<file path="src/rtl/burst_ram_arbiter_pkg.sv">
// burst_ram_arbiter_pkg: shared constants and helpers for the BurstRAM arbiter
package burst_ram_arbiter_pkg;
    localparam int DATA_W = 64;
    localparam int MASK_W = 8;
    localparam logic [1:0] IDLE  = 2'd0;
    localparam logic [1:0] READ  = 2'd1;
    localparam logic [1:0] WRITE = 2'd2;
    function automatic int cnt_width(input int burst_count);
        return $clog2(burst_count + 1);
    endfunction
endpackage

</file>
<file path="src/rtl/burst_ram_arbiter_rr2.sv">
// arbiter_rr2: two-way round-robin pick; a tie goes to the port that was not granted last
module arbiter_rr2 (
    input  logic req0,
    input  logic req1,
    input  logic last,
    output logic grant_valid,
    output logic grant_ix
);
    // sole requester wins outright, otherwise alternate away from last
    always_comb begin
        grant_valid = req0 | req1;
        grant_ix    = (req0 & req1) ? ~last : req1;
    end
endmodule

</file>
<file path="src/rtl/burst_ram_arbiter.sv">
// burst_ram_arbiter: shares one BurstRAM between two burst masters, grant held per burst
module burst_ram_arbiter
    import burst_ram_arbiter_pkg::*;
#(
    parameter int DEPTH_BITWIDTH = 4,
    parameter int BURST_COUNT    = 4
) (
    input  logic                      clk,
    input  logic                      sys_rst_n,
    input  logic                      m0_cmd,
    input  logic                      m0_cmd_en,
    input  logic [DEPTH_BITWIDTH-1:0] m0_addr,
    input  logic [DATA_W-1:0]         m0_wr_data,
    input  logic [MASK_W-1:0]         m0_data_mask,
    output logic [DATA_W-1:0]         m0_rd_data,
    output logic                      m0_rd_data_valid,
    output logic                      m0_busy,
    input  logic                      m1_cmd,
    input  logic                      m1_cmd_en,
    input  logic [DEPTH_BITWIDTH-1:0] m1_addr,
    input  logic [DATA_W-1:0]         m1_wr_data,
    input  logic [MASK_W-1:0]         m1_data_mask,
    output logic [DATA_W-1:0]         m1_rd_data,
    output logic                      m1_rd_data_valid,
    output logic                      m1_busy,
    output logic                      br_cmd,
    output logic                      br_cmd_en,
    output logic [DEPTH_BITWIDTH-1:0] br_addr,
    output logic [DATA_W-1:0]         br_wr_data,
    output logic [MASK_W-1:0]         br_data_mask,
    input  logic [DATA_W-1:0]         br_rd_data,
    input  logic                      br_rd_data_valid,
    input  logic                      br_busy
);
    localparam int CW = cnt_width(BURST_COUNT);
    localparam logic [CW-1:0] LAST_BEAT = CW'(BURST_COUNT - 1);

    logic [1:0]    state;
    logic          owner;
    logic          last;
    logic [CW-1:0] cnt;
    logic          grant_valid;
    logic          grant_ix;
    logic          accept;
    logic          sel;

    arbiter_rr2 u_rr (
        .req0        (m0_cmd_en),
        .req1        (m1_cmd_en),
        .last        (last),
        .grant_valid (grant_valid),
        .grant_ix    (grant_ix)
    );

    // same-cycle acceptance from IDLE; outside IDLE the owner steers the data path
    always_comb begin
        accept           = sys_rst_n && state == IDLE && !br_busy && grant_valid;
        sel              = (state == IDLE) ? grant_ix : owner;
        br_cmd_en        = accept;
        br_cmd           = sel ? m1_cmd : m0_cmd;
        br_addr          = sel ? m1_addr : m0_addr;
        br_wr_data       = sel ? m1_wr_data : m0_wr_data;
        br_data_mask     = sel ? m1_data_mask : m0_data_mask;
        m0_busy          = !(accept && !grant_ix);
        m1_busy          = !(accept && grant_ix);
        m0_rd_data       = br_rd_data;
        m1_rd_data       = br_rd_data;
        m0_rd_data_valid = state == READ && br_rd_data_valid && !owner;
        m1_rd_data_valid = state == READ && br_rd_data_valid && owner;
    end

    // burst tracking: latch winner on accept, count beats until the burst is complete
    always_ff @(posedge clk or negedge sys_rst_n) begin
        if (!sys_rst_n) begin
            state <= IDLE;
            owner <= 1'b0;
            last  <= 1'b1;
            cnt   <= '0;
        end else if (accept) begin
            owner <= grant_ix;
            last  <= grant_ix;
            state <= !br_cmd ? READ : (BURST_COUNT > 1) ? WRITE : IDLE;
            cnt   <= br_cmd ? CW'(1) : '0;
        end else if ((state == READ && br_rd_data_valid) || state == WRITE) begin
            cnt <= cnt + 1'b1;
            if (cnt == LAST_BEAT) state <= IDLE;
        end
    end
endmodule

</file>
<file path="config.mk">
export PLATFORM = sky130hd
export DESIGN_NAME = burst_ram_arbiter
export DESIGN_NICKNAME = d
export VERILOG_FILES = /design/src/rtl/burst_ram_arbiter_pkg.sv /design/src/rtl/burst_ram_arbiter_rr2.sv /design/src/rtl/burst_ram_arbiter.sv
export SDC_FILE = /design/constraint.sdc
export NUM_CORES = 1
export LEC_CHECK = 0
export CORE_AREA = 2 2 168 170
export DETAILED_ROUTE_END_ITERATION = 7
export DIE_AREA = 0 0 170 172
export DONT_BUFFER_PORTS = 1
export PLACE_DENSITY = 0.3
export SLEW_MARGIN = 40
export SYNTH_ARGS = -nofsm -noshare
export SYNTH_HDL_FRONTEND = slang
export SYNTH_SLANG_ARGS = --single-unit
export TNS_END_PERCENT = 10
</file>
<file path="constraint.sdc">
create_clock -name clk -period 2.11 [get_ports clk]
set_clock_uncertainty 0.05 [all_clocks]
set_input_delay 0.211 -clock clk [delete_from_list [all_inputs] [get_ports clk]]
set_output_delay 0.211 -clock clk [all_outputs]
set_load 0.01 [all_outputs]
</file>
# ---- Word-level counts from Yosys, hierarchy flattened
# Cells that the tools add are included.
dict set report word_totals {
  register_bits 7
  latchBits 0
  ram_bits 0
  rom_bits 0
  in_bits 224
  output_inout_bits 210
  word_cells 42
  mem_count 0
}
dict set report classes {
  add_sub_neg 1
  multipliers 0
  div 0
  magnitude_cmp 0
  eq_ne 3
  shifts 0
  n_mux 13
  bitwise 3
  reduce_logical 18
}
# operator count
set ops {}
lappend ops {{$mux W64} 1}
lappend ops {{$logic_and A1 B1 Y1} 8}
lappend ops {{$mux W2} 4}
lappend ops {{$mux W8} 1}
lappend ops {{$mux W3} 2}
lappend ops {{$logic_not A1 Y1} 5}
lappend ops {{$mux W1} 4}
lappend ops {{$mux W4} 1}
lappend ops {{$reduce_bool A2 Y1} 2}
lappend ops {{$add A3 B1 Y3 const B} 1}
lappend ops {{$eq A3 B2 Y1 const B} 1}
lappend ops {{$eq A2 B1 Y1 const B} 1}
lappend ops {{$eq A2 B2 Y1 const B} 1}
lappend ops {{$logic_not A2 Y1} 1}
lappend ops {{$reduce_and A2 Y1} 1}
lappend ops {{$and A1 B1 Y1} 1}
lappend ops {{$logic_or A1 B1 Y1} 1}
lappend ops {{$not A1 Y1} 1}
lappend ops {{$or A1 B1 Y1} 1}

# ---- Logic depth before layout (Yosys ltp)
# Gate-level depths: netlist of the first run.
dict set report depth {
  word_depth 6
  depth_mapped 6
  depth_no_buf 4
}

# ---- Modules after synthesis
# A second synthesis of the first run with hierarchy kept.
dict set report hier_totals {
  cells_unflattened 256
  area_unflattened_um2 2502.4
}
# mod instances cells_each area_per_inst_um2 seq_area_each_um2
set by_module_without_submodules {}
lappend by_module_without_submodules {burst_ram_arbiter 1 254 2488.6 176.4}
lappend by_module_without_submodules {arbiter_rr2 1 2 13.8 0.0}

# ---- Worst setup path before layout of the first run
# No wires, ideal clock.
dict set report synth_path {
  path_kind {register -> output}
  from {reg state[0]}
  to {out br_cmd}
  arrival_time_ns 1.665
  required_ns 1.849
  setup_slack_ns 0.184
  path_stages_with_launch 7
  path_buffers 3
  path_cell_list {dfrtp_1 buf_2 nor2_2 mux2i_1 buf_4 buf_6 mux2_1}
}
dict set report synth_via {
  elab_chain_cells 3
}
# item line
set synth_rtl {}
lappend synth_rtl {{start, declared} burst_ram_arbiter.sv:38} ;# logic [1:0] state;
lappend synth_rtl {{start signal, assigned} burst_ram_arbiter.sv:82} ;# state <= !br_cmd ? READ : (BURST_COUNT > 1) ? WRITE : IDLE;
lappend synth_rtl {{$logic_not A2 Y1} burst_ram_arbiter.sv:58} ;# sel = (state == IDLE) ? grant_ix : owner;
lappend synth_rtl {{$mux W1} burst_ram_arbiter.sv:58}
lappend synth_rtl {{$mux W1} burst_ram_arbiter.sv:60} ;# br_cmd = sel ? m1_cmd : m0_cmd;
lappend synth_rtl {{end, declared} burst_ram_arbiter.sv:26} ;# output logic br_cmd,
# No other way between the ends.

# ---- Worst setup path after layout of the first run
dict set report layout_path {
  from {reg last}
  to {out br_wr_data[17]}
}
dict set report layout_via {
  elab_chain_cells 4
}
# item line
set layout_rtl {}
lappend layout_rtl {{start, declared} burst_ram_arbiter.sv:40} ;# logic last;
lappend layout_rtl {{start signal, assigned} burst_ram_arbiter.sv:81} ;# last <= grant_ix;
lappend layout_rtl {{$not A1 Y1} burst_ram_arbiter_rr2.sv:12} ;# grant_ix = (req0 & req1) ? ~last : req1;
lappend layout_rtl {{$mux W1} burst_ram_arbiter_rr2.sv:12}
lappend layout_rtl {{$mux W1} burst_ram_arbiter.sv:58}
lappend layout_rtl {{$mux W64} burst_ram_arbiter.sv:62} ;# br_wr_data = sel ? m1_wr_data : m0_wr_data;
lappend layout_rtl {{end, declared} burst_ram_arbiter.sv:29} ;# output logic [DATA_W-1:0] br_wr_data,
# No other way between the ends.

==> impl_metrics.tcl, run 1 <==
set metrics [dict create \
    multi_input_area_sq_um 1270 \
    ys_warn_count 0 \
    cts_tree "built" \
    antenna_found_initial 4 \
    routed_wl_um 10900 \
    synth_cell_types 29 \
    report.final.slew_viol_count 0 \
    relSlewSlack_pct 70.7 \
    start_util_pct 8.43 \
    setup_viol 0 \
    core_sq_um 27500 \
    synth_flop_cell "dfrtp_1" \
    die-area_sq_um 29200 \
    grt_pass1_vias 1377 \
    outcome "finished clean" \
    final_antenna_net_count 0 \
    hold_path_class "in2reg" \
    synth_area_sq_um 2320 \
    vias 1381 \
    synth_top_area_share_pct 41.8 \
    dr.pass1.iters 6 \
    layout-drive-gt1-share_pct 66.2 \
    root_buffer "clkbuf_16" \
    ys_async_sr_fraction_pct 100 \
    max_freq_mhz 475 \
    crit_arrival_ps 1850 \
    grt_pass1_wl_um 11200 \
    cts.clk_slew.worst_paths_ps 40 \
    whs_path_depth 2 \
    yosys.area.top_type "buf_4" \
    period_share_pct 99.9 \
    post-route-min-period_ps 2110 \
    cp_max_fo 20 \
    worst_slew_pin_slew_ps 436 \
    hpwl_um 8950 \
    portBuffers 0 \
    synth_most_common_cell "buf_4" \
    synth_common_cells "129 x buf_4, 47 x mux2_2, 30 x mux2_1" \
    synth.avg_cell_area_sq_um 8.91 \
    vdd_drop_max_mv 0.542 \
    synth_edf_count 0 \
    worstSetupPathType "reg2out" \
    cts.sinks 7 \
    drtIter0Drc 50 \
    postSynthRegisterBits 7 \
    seq_area_frac_synth_pct 7.61 \
    grt_usage_pct 5.95 \
    wl_per_cell_um 22.3 \
    leakagePower_nw 0.819 \
    rsz0062_at_grt "yes" \
    max_cap_violations 0 \
    netlist_instances 260 \
    regArea_sq_um 178 \
    synth.net_count 486 \
    r2r.worst_path.cells 5 \
    grt_remaining_overflow 0 \
    cts_max_level 1 \
    endpoint_kind "output pin" \
    nFillCells 3179 \
    rows 61 \
    holdWs_ps 89.1 \
    dpl_cell_area_sq_um 1800 \
    final_area_sq_um 2180 \
    utilization_pct 7.92 \
    grt_max_degree 38 \
    avgViaCountPerCell 2.82 \
    io_pins 434 \
    ys_top_cells_by_area "buf_4 42%, mux2_2 23%, mux2_1 15%" \
    cp.required_ps 1850 \
    clockBufferDepth 2 \
    clk_latency_ps 230 \
    total_power_mw 3.42 \
    die_h_um 172 \
    fin_nets 366 \
    die_w_um 170 \
    setup.worst_path.start_class "flip-flop" \
    place.gp.congestion 0.637 \
    power_density_nw_per_um2 1570 \
    syn2layout_area_growth_pct -6.10 \
    numCtsBuffers 3 \
    hold_violations 0 \
    route.detailed.drc 0 \
]
stage by stage:
stage          TNS, ps  setup WS, ps  cells
5_1_grt          -3060         -80.8    489
2_1_floorplan        0           184    260
3_3_place_gp         0           183    474
3_5_place_dp         0           175    474
6_report             0          3.15    489
4_1_cts           -869         -37.7    482
path summary, 6_finish.rpt:
check	startpoint	end	slack, ps
max	last	br_wr_data[17]	3
min	m1_cmd_en	last	90
max reg2reg	state[0]	state[1]	330
min reg2reg	last	last	480
max in group asynchronous	sys_rst_n	last	1430
min in group asynchronous	sys_rst_n	cnt[0]	280
metal layers:
| metal | up-vias | routed length (um) | track usage, % |
|---|---|---|---|
| met5 | - | 0 | 0 |
| li1 | 516 | - | - |
| met3 | 30 | 1560 | 3.14 |
| met1 | 608 | 3820 | 5.96 |
| met4 | 0 | 339 | 3.83 |
| met2 | 227 | 5200 | 9.74 |
flip-flops by register name (all words and copies together), names as in the netlist:
register  count
owner         1
state         2
last          1
cnt           3
what timing repair did:
item,CTS,global route
cloned,1,2
buffers inserted,1,1
hold buffers,2,0
resized for setup,27,44
endpoints found under the setup margin,77,77
endpoints found under the hold margin,8,0
cell families after synthesis:
kind of cell    synth area share (%)
simple gates                    4.64
mux                             38.3
compound gates                  3.56
buf+inv                         44.8
flops                           7.61
fa+ha+maj                       1.08
placed cells by master (no fill, tap or decap), drive strengths merged, types with 2 or more instances in the layout:
cell | netlist | layout
ha | 2 | 2
dlygate4sd3 | 0 | 2
clkbuf | 0 | 6
nand2b | 2 | 2
mux2 | 77 | 77
nand2 | 4 | 4
o21ai | 5 | 5
mux2i | 2 | 2
nor2b | 2 | 2
inv | 3 | 3
nor2 | 6 | 6
buf | 137 | 8
dfrtp | 6 | 6
diode | 0 | 4
where the power goes:
| part | switching (mW) | total, mW | internal, mW |
|---|---|---|---|
| combinational | 1.38 | 2.82 | 1.44 |
| sequential | 0.0639 | 0.277 | 0.213 |
| clock | 0.0718 | 0.323 | 0.251 |
| total | 1.52 | 3.42 | 1.90 |
cell type report:
class / count / area share [%]
Sequential cell: 7 / 8.17
Multi-Input combinational cell: 113 / 58.4
Tap cell: 346 / 19.9
Timing Repair Buffer: 12 / 8.97
Clock buffer: 4 / 3.62
Antenna cell: 4 / 0.460
Inverter: 3 / 0.518
worst max-delay path, stage by stage (launching register included):
cell and delay (ps):
dfstp_2 530, a21boi_1 110, mux2i_4 180, buf_12 180, buf_12 170, mux2_2 420
Power figures use the tool's default switching activity.
==> inputs of run 2 (changes only) <==
Settings changed: CORE_AREA 2 2 168 170 to 2 2 170 172, DIE_AREA 0 0 170 172 to 0 0 172 174, SYNTH_HIERARCHICAL set to 1, TNS_END_PERCENT 10 to 100.
==> run 2 against run 1 <==
Compared with the run above: global-route usage fell by 1.7 points; clock power barely moved; sequential power barely moved; total power fell by 7.5%; synthesized cell count fell by 1.5%; critical endpoint is now br_wr_data[38]; critical path type unchanged.
==> impl_metrics.tcl, run 2 <==
set metrics [dict create \
    outcome "finished clean" \
    max_cap_violations 0 \
    numCtsBuffers 3 \
    report.final.slew_viol_count 0 \
    period_share_pct 98.9 \
    final_cell_mix "41 x mux2_2, 38 x mux2_4, 6 x dfrtp_1" \
    reg2reg_setup_slack_ps 420 \
    regMostFlops "cnt" \
    fin_nets 359 \
    hold_path_class "in2reg" \
    dr.pass1.iters 3 \
    path_depth 5 \
    synth.avg_cell_area_sq_um 9.78 \
    die_h_um 174 \
    clockBufferDepth 2 \
    final_antenna_net_count 0 \
    die_w_um 172 \
    synth_cell_types 31 \
    whs_path_depth 2 \
    root_buffer "clkbuf_16" \
    layout.cells.non_filler 519 \
    crit_family "multiplexers" \
    critPathBufInv 2 \
    synth_flop_cell "dfrtp_1" \
    largestRegisters "cnt x3, state x2" \
    rr_startpoint "last" \
    rows 62 \
    cts.clk_slew.worst_paths_ps 40 \
    hpwl_um 6380 \
    seq_area_frac_synth_pct 7.05 \
    largest_reg_flops 3 \
    grt_pass1_wl_um 9010 \
    vias 1269 \
    wl_per_cell_um 14.6 \
    final_area_sq_um 2190 \
    grt_remaining_overflow 0 \
    endpoint_kind "output pin" \
    synth_edf_count 0 \
    max_freq_mhz 479 \
    core_sq_um 28200 \
    r2r-end "cnt[0]" \
    cts_max_level 1 \
    slowest_delay_ps 400 \
    clk_latency_ps 230 \
    drtIter0Drc 27 \
    post-route-min-period_ps 2090 \
    setup_viol 0 \
    routed_wl_um 7560 \
    antenna_found_initial 3 \
    start_util_pct 8.86 \
    grt_max_degree 28 \
    synth_area_sq_um 2500 \
    ys_async_sr_fraction_pct 100 \
    avgViaCountPerCell 2.45 \
    cts_tree "built" \
    path_cells "nor2_4, mux2i_4, buf_12, buf_16, mux2_2" \
    setup.worst_path.start_class "flip-flop" \
    worstHoldStart "br_busy" \
    crit_arrival_ps 1830 \
    vdd_drop_max_mv 0.540 \
    yosys.area.top_type "buf_4" \
    synth_most_common_cell "buf_4" \
    ys_top_cells_by_area "buf_4 40%, mux2_2 22%, mux2_4 18%" \
    final_common_cell "mux2_2" \
    r2r.worst_path.cells 4 \
    cp.required_ps 1850 \
    synth.net_count 482 \
    holdWs_ps 151 \
    syn2layout_area_growth_pct -12.5 \
    total_power_mw 3.16 \
    netlist_instances 256 \
    synth_common_cells "132 x buf_4, 49 x mux2_2, 30 x mux2_4" \
    dpl_cell_area_sq_um 1970 \
    grt_pass1_vias 1333 \
    slowest_stage "dfrtp_1" \
    postSynthRegisterBits 7 \
    route.detailed.drc 0 \
    portBuffers 0 \
    hold_violations 0 \
    hold_end "state[1]" \
    cts.sinks 7 \
    setup-tns-final_ps 0 \
    worstSetupPathType "reg2out" \
    place.gp.congestion 0.743 \
    io_pins 434 \
    leakagePower_nw 0.790 \
    grt_usage_pct 4.26 \
    cp_max_fo 25 \
    power_density_nw_per_um2 1440 \
    relSlewSlack_pct 75.2 \
    die-area_sq_um 29900 \
    rsz0062_at_grt "yes" \
    layout-drive-gt1-share_pct 72.7 \
    worst_slew_pin_slew_ps 371 \
    ys_warn_count 6 \
    synth_top_area_share_pct 39.6 \
    dp.cells 508 \
]
[run 2: cell count changes after synthesis, sizes merged, moves of 2 or more]
cell	before	now
mux2	77	79
nor2	6	2
nor3	0	2
o21ai	5	2
[run 2: layout make-up]
type / count / area, sq um
fill: 3310 / 26000
multi-input combinational: 110 / 1290
tap: 384 / 480
sequential: 7 / 176
timing repair buffer: 9 / 153
clock buffer: 4 / 78.8
inverter: 2 / 7.51
antenna: 3 / 7.51
[run 2: report_power, final]
part	total [mW]	switching (mW)	leakage, nW	internal, mW
combinational	2.56	1.21	0.670	1.36
clock	0.324	0.0726	0.0382	0.251
sequential	0.275	0.0631	0.0819	0.212
total	3.16	1.34	0.790	1.82
[run 2: worst max path at each step]
stage          startpoint        endpoint  slack, ps
2_1_floorplan    state[0]          br_cmd        310
3_3_place_gp         last  br_wr_data[13]        180
3_5_place_dp         last  br_wr_data[29]        160
4_1_cts              last      br_addr[1]      -0.08
5_1_grt          state[0]  br_wr_data[38]        -50
6_report         state[0]  br_wr_data[38]         20
[run 2: worst register-to-register path, cell delays in order (launching register included)]
cell      delay [ps]
dfstp_2          550
a21boi_4          90
mux2i_1          130
or4b_2           670
o31ai_1          100
[run 2: cell families (layout without fill, tap and decap cells)]
group,after synthesis,in the layout,synth area share (%)
AO/OA/AOI/OAI,8,8,2.15
adder cells (fa/ha/maj),2,2,1.00
buffers and inverters,139,15,43.2
flip-flops,7,7,7.05
multiplexers,81,81,41.3
other,0,3,0
AND/OR/NAND/NOR,19,19,5.25
[run 2: what timing repair did]
item / CTS / global route
hold buffers: 1 / 0
endpoints found under the hold margin: 7 / 0
buffers inserted: 1 / 0
gates cloned: 1 / 1
gates resized for setup: 4 / 8
setup endpoints to repair: 59 / 39
[run 2: metrics by stage]
stage          utilization (%)  worst slack, ps
3_5_place_dp              6.98              156
2_1_floorplan                -              308
3_3_place_gp              6.98              182
6_report                  7.75             23.4
4_1_cts                   7.52          -0.0765
5_1_grt                   7.75            -51.5
[run 2: layer usage]
layer | GRT usage [%] | up-vias | share of wire [%]
met4 | 1.79 | 0 | 2.4
met5 | 0 | - | 0
met1 | 4.45 | 558 | 33
met2 | 6.79 | 201 | 48
li1 | - | 489 | -
met3 | 2.66 | 21 | 16
==> inputs of run 3 (changes only) <==
Settings changed: TNS_END_PERCENT 100 to unset.
==> results of run 3 <==
The final DEF is identical to that of run 2; final timing and power are the same.
